==> config.mk <==
export PLATFORM = sky130hd
export DESIGN_NAME = reg_file
export DESIGN_NICKNAME = d
export VERILOG_FILES = /design/src/rtl/reg_file.sv
export SDC_FILE = /design/constraint.sdc
export NUM_CORES = 2
export LEC_CHECK = 0
export BUFFER_PORTS_ARGS = -buffer_cell sky130_fd_sc_hd__clkbuf_2
export CAP_MARGIN = 20
export CORE_UTILIZATION = 25
export DETAILED_ROUTE_END_ITERATION = 8
export HOLD_SLACK_MARGIN = 0.12
export MAX_ROUTING_LAYER = met4
export PLACE_DENSITY = 0.49
export SYNTH_ARGS = -nofsm -noshare
export SYNTH_HDL_FRONTEND = slang
export SYNTH_SLANG_ARGS = --single-unit
==> constraint.sdc <==
create_clock -name clk -period 2.8 [get_ports clk]
set_input_delay 0.56 -clock clk [delete_from_list [all_inputs] [get_ports clk]]
set_output_delay 0.56 -clock clk [all_outputs]
set_load 0.005 [all_outputs]
==> src/rtl/reg_file.sv <==
// reg_file: 32-entry general-purpose register file for the single-cycle MIPS datapath.
// It has two combinational read ports and one write port that writes on the rising edge.
// Register $0 always reads as zero, and register 29 ($sp) resets to SP_RESET.
// There is no write-first bypass. Read data feeds the ALU, and the ALU result returns as
// write data in the same cycle, so a bypass would close a combinational loop.
// Optional feature: define REG_FILE_DEBUG_PORT_EN to add a third read port
// (dbg_addr/dbg_data) for the board-level register display.
`timescale 1ns/1ps

module reg_file #(
  parameter int                 DATA_W   = 32,
  parameter int                 ADDR_W   = 5,
  parameter logic [DATA_W-1:0]  SP_RESET = 32'h0000_0000
) (
  input  logic              clk,
  input  logic              reset_n,
  input  logic [ADDR_W-1:0] read_reg1,
  input  logic [ADDR_W-1:0] read_reg2,
  output logic [DATA_W-1:0] read_data1,
  output logic [DATA_W-1:0] read_data2,
  input  logic              reg_write,
  input  logic [ADDR_W-1:0] write_reg,
  input  logic [DATA_W-1:0] write_data
`ifdef REG_FILE_DEBUG_PORT_EN
  ,
  input  logic [ADDR_W-1:0] dbg_addr,
  output logic [DATA_W-1:0] dbg_data
`endif
);

  localparam int NUM_REGS = 2 ** ADDR_W;
  localparam int SP_IDX   = 29;

  logic [DATA_W-1:0] r_regs [NUM_REGS];

  logic w_wr_en;

  // A write needs the enable and a non-zero target. Checking reg_write first
  // means an undefined address cannot touch storage while writes are off.
  assign w_wr_en = reg_write && (write_reg != '0);

  // Storage array: async reset loads the power-on contents, otherwise one write per edge
  always_ff @(posedge clk or negedge reset_n) begin
    if (!reset_n) begin
      r_regs         <= '{default: '0};
      r_regs[SP_IDX] <= SP_RESET;
    end else if (w_wr_en) begin
      r_regs[write_reg] <= write_data;
    end
  end

  // Read ports: address 0 is forced to zero, whatever the storage holds
  assign read_data1 = (read_reg1 == '0) ? '0 : r_regs[read_reg1];
  assign read_data2 = (read_reg2 == '0) ? '0 : r_regs[read_reg2];

`ifdef REG_FILE_DEBUG_PORT_EN
  // Debug read port: follows the same rules as the datapath ports and has no side effects
  assign dbg_data = (dbg_addr == '0) ? '0 : r_regs[dbg_addr];
`endif

endmodule
==> impl_metrics.json <==
{
  "cp.arrival_ps": 2540,
  "slew_headroom": 0.203,
  "crit_required_ps": 2240,
  "skew_ps": 0,
  "post-route-drc-count": 0,
  "start_util": 0.253,
  "die_h_um": 468,
  "syn-num-nets": 3671,
  "grt_use_total": 0.196,
  "syn2layout_area_growth_pct": 29.3,
  "via_count": 36700,
  "synth_top_area_cell": "dfrtp_1",
  "cts_made_buffers": 106,
  "finalMaxSlewViolations": 0,
  "hp-class": "in2async",
  "synth_top_area_share": 0.471,
  "worst_path_largest_cell_delay_ps": 410,
  "cts_max_path_buffers": 3,
  "ys_types": 35,
  "maxCapViolCount": 0,
  "outcome": "finished with violations",
  "p_total_w": 0.0455,
  "pin_count": 114,
  "core_mm2": 0.215,
  "violations": "negative setup slack",
  "final_area_mm2": 0.0703,
  "wl_mm": 213,
  "yosys_register_bits": 1024,
  "overflow": 0,
  "crit_path_end_kind": "output port",
  "grt_antenna_before_repair": 22,
  "cp.buffers_inverters": 7,
  "synth-main-ff-cell": "dfrtp_1",
  "syn_inst": 3621,
  "floorplan.rows": 170,
  "synthArstFlopShare": 1.00,
  "hold_viol_final": 0,
  "clk_pin_slew_ps": 60,
  "setup_violations": 63,
  "tightest_slew_ps": 1200,
  "crit_chain": "buf_12, buf_12, buf_12, buf_12, buf_16, mux4_2, nor2b_1, a211oi_2, buf_4, a311oi_2, clkbuf_2",
  "largest_register_ffs": 1024,
  "grt_pass1_wl_mm": 298,
  "nets": 4074,
  "cp-start-kind": "input port",
  "worstSetupPathType": "in2out",
  "placement.cell_area_mm2": 0.0623,
  "h-tree-depth": 3,
  "grt_max_degree": 85,
  "largest-register": "r_regs",
  "synth_area_mm2": 0.0544,
  "cts-root-buf": "clkbuf_16",
  "rsz0062_at_grt": "true",
  "clk_latency_ps": 740,
  "avgSynthCellArea_um2": 15.0,
  "fin_util": 0.327,
  "yosysSeqAreaShare": 0.471,
  "grt_pass1_vias": 38200,
  "cp_num_cells": 11,
  "detail_route.wl_per_cell_um": 30.5,
  "fin_crit_ps": 3100,
  "period_share": 1.11,
  "place_hpwl_mm": 136,
  "drtIter0Drc": 2836,
  "drive_gt1_frac": 0.661,
  "synth.most_common_cell": "mux2_2",
  "top_regs": "r_regs: 1024 flops",
  "via_per_inst": 5.27,
  "fin_ws_ps": -295,
  "synthTopCellsByArea": "dfrtp_1 (47%), mux2_2 (22%), mux4_2 (19%), mux2i_1 (2.4%), buf_2 (1.6%)",
  "synth_edf_count": 0,
  "die_w_um": 468,
  "ir_drop_mv": 0.591,
  "power_density_mw_per_mm2": 648,
  "leakagePower_nw": 29.7,
  "cp_top_family": "buffers and inverters",
  "ys_warn_count": 0,
  "gp_congestion": 0.826,
  "port_buffers": 113,
  "path_common_cell": "buf_12",
  "worstRegToRegCells": 2,
  "path_max_fanout": 14,
  "cts_sinks": 1024,
  "fmax_mhz": 323,
  "synth_common_cells": "mux2_2 (1,046), dfrtp_1 (1,024), mux4_2 (448), clkbuf_1 (223), buf_2 (170)",
  "critPathLaunch": "read_reg2[1]",
  "crit-reg2reg-launch": "r_regs[630]",
  "dr.pass1.iters": 7,
  "cpMaxStageDelayCell": "a311oi_2",
  "dieArea_mm2": 0.219,
  "cts_tree": "yes",
  "ant_nets": 0
}
path summary, 6_finish.rpt:
path | to | slack (ps)
max | read_data2[20] | -300
min | r_regs[31] | 380
max reg2reg | r_regs[630] | 1880
min reg2reg | r_regs[1005] | 400
max in group asynchronous | r_regs[878] | 1390
min in group clk | r_regs[1005] | 400
metrics by stage:
| step | TNS [ps] | hold slack [ps] | cells | setup WS, ps |
|---|---|---|---|---|
| global route | -13440 | 394 | 6962 | -339 |
| global placement | -34860 | 378 | 6647 | -1270 |
| detailed placement | -31900 | 385 | 6650 | -1230 |
| floorplan | 0 | 264 | 3621 | 266 |
| CTS | -13340 | 354 | 6907 | -353 |
| finish | -10930 | 384 | 6964 | -295 |
power by group:
group	internal (W)	switching (W)	leakage [nW]	total [W]
clock	0.00851	0.00644	1.76	0.0150
combinational	0.00643	0.00441	14.8	0.0108
sequential	0.0176	0.00212	13.1	0.0197
total	0.0326	0.0130	29.7	0.0455
routing by layer:
layer | global-route usage | share of wire | wire length, um
met5 | - | 0 | 0
met4 | 0.0826 | 0.049 | 10300
met3 | 0.0257 | 0.045 | 9620
met2 | 0.330 | 0.50 | 107000
met1 | 0.236 | 0.40 | 85800
worst reg2reg max path: stages (launching register included):
cell	delay, ps
dfrtp_1	410
buf_4	150
mux2_2	250
repair_timing:
action,CTS,global route
cloned,15,9
setup endpoints to repair,64,64
pin swaps,102,53
buffers inserted,80,37
hold buffers,1,0
hold endpoints to repair,71,0
gates resized for setup,510,145
layout make-up:
| cell class | count | area (um2) |
|---|---|---|
| Antenna cell | 17 | 42.5 |
| Clock buffer | 146 | 3040 |
| Clock inverter | 47 | 546 |
| Fill cell | 21000 | 145000 |
| Inverter | 2 | 12.5 |
| Multi-Input combinational cell | 2163 | 29200 |
| Sequential cell | 1024 | 25600 |
| Tap cell | 2838 | 3550 |
| Timing Repair Buffer | 727 | 8260 |
cells by family (layout without fill, tap and decap cells):
| logic type | after synthesis | count (layout) | share of synthesized area |
|---|---|---|---|
| AOI/OAI and AO/OA | 366 | 366 | 0.0484 |
| buffers and inverters | 434 | 922 | 0.0363 |
| DFF | 1024 | 1024 | 0.471 |
| muxes | 1632 | 1632 | 0.428 |
| other | 0 | 17 | 0 |
| and+or+nand+nor | 165 | 165 | 0.0161 |
cell usage in the layout, fill, tap and decap left out, types with 19 or more instances in the layout:
cell	netlist	layout
a211oi_2	0	46
a221oi_1	46	20
a221oi_2	0	25
a22oi_1	64	31
a22oi_2	0	33
a311oi_2	0	31
a311oi_4	0	24
buf_12	0	149
buf_16	0	30
buf_2	170	19
buf_4	34	381
buf_6	0	39
clkbuf_16	0	116
clkbuf_2	1	74
clkbuf_8	0	26
clkinv_2	0	22
dfrtp_1	1024	1024
mux2_2	1046	1000
mux2_4	0	46
mux2i_1	128	125
mux4_2	448	448
nand2_1	49	36
nor2b_1	71	49
o21ai_1	9	21
o21ai_2	0	42
o21ai_4	0	31
Power figures use the tool's default switching activity.
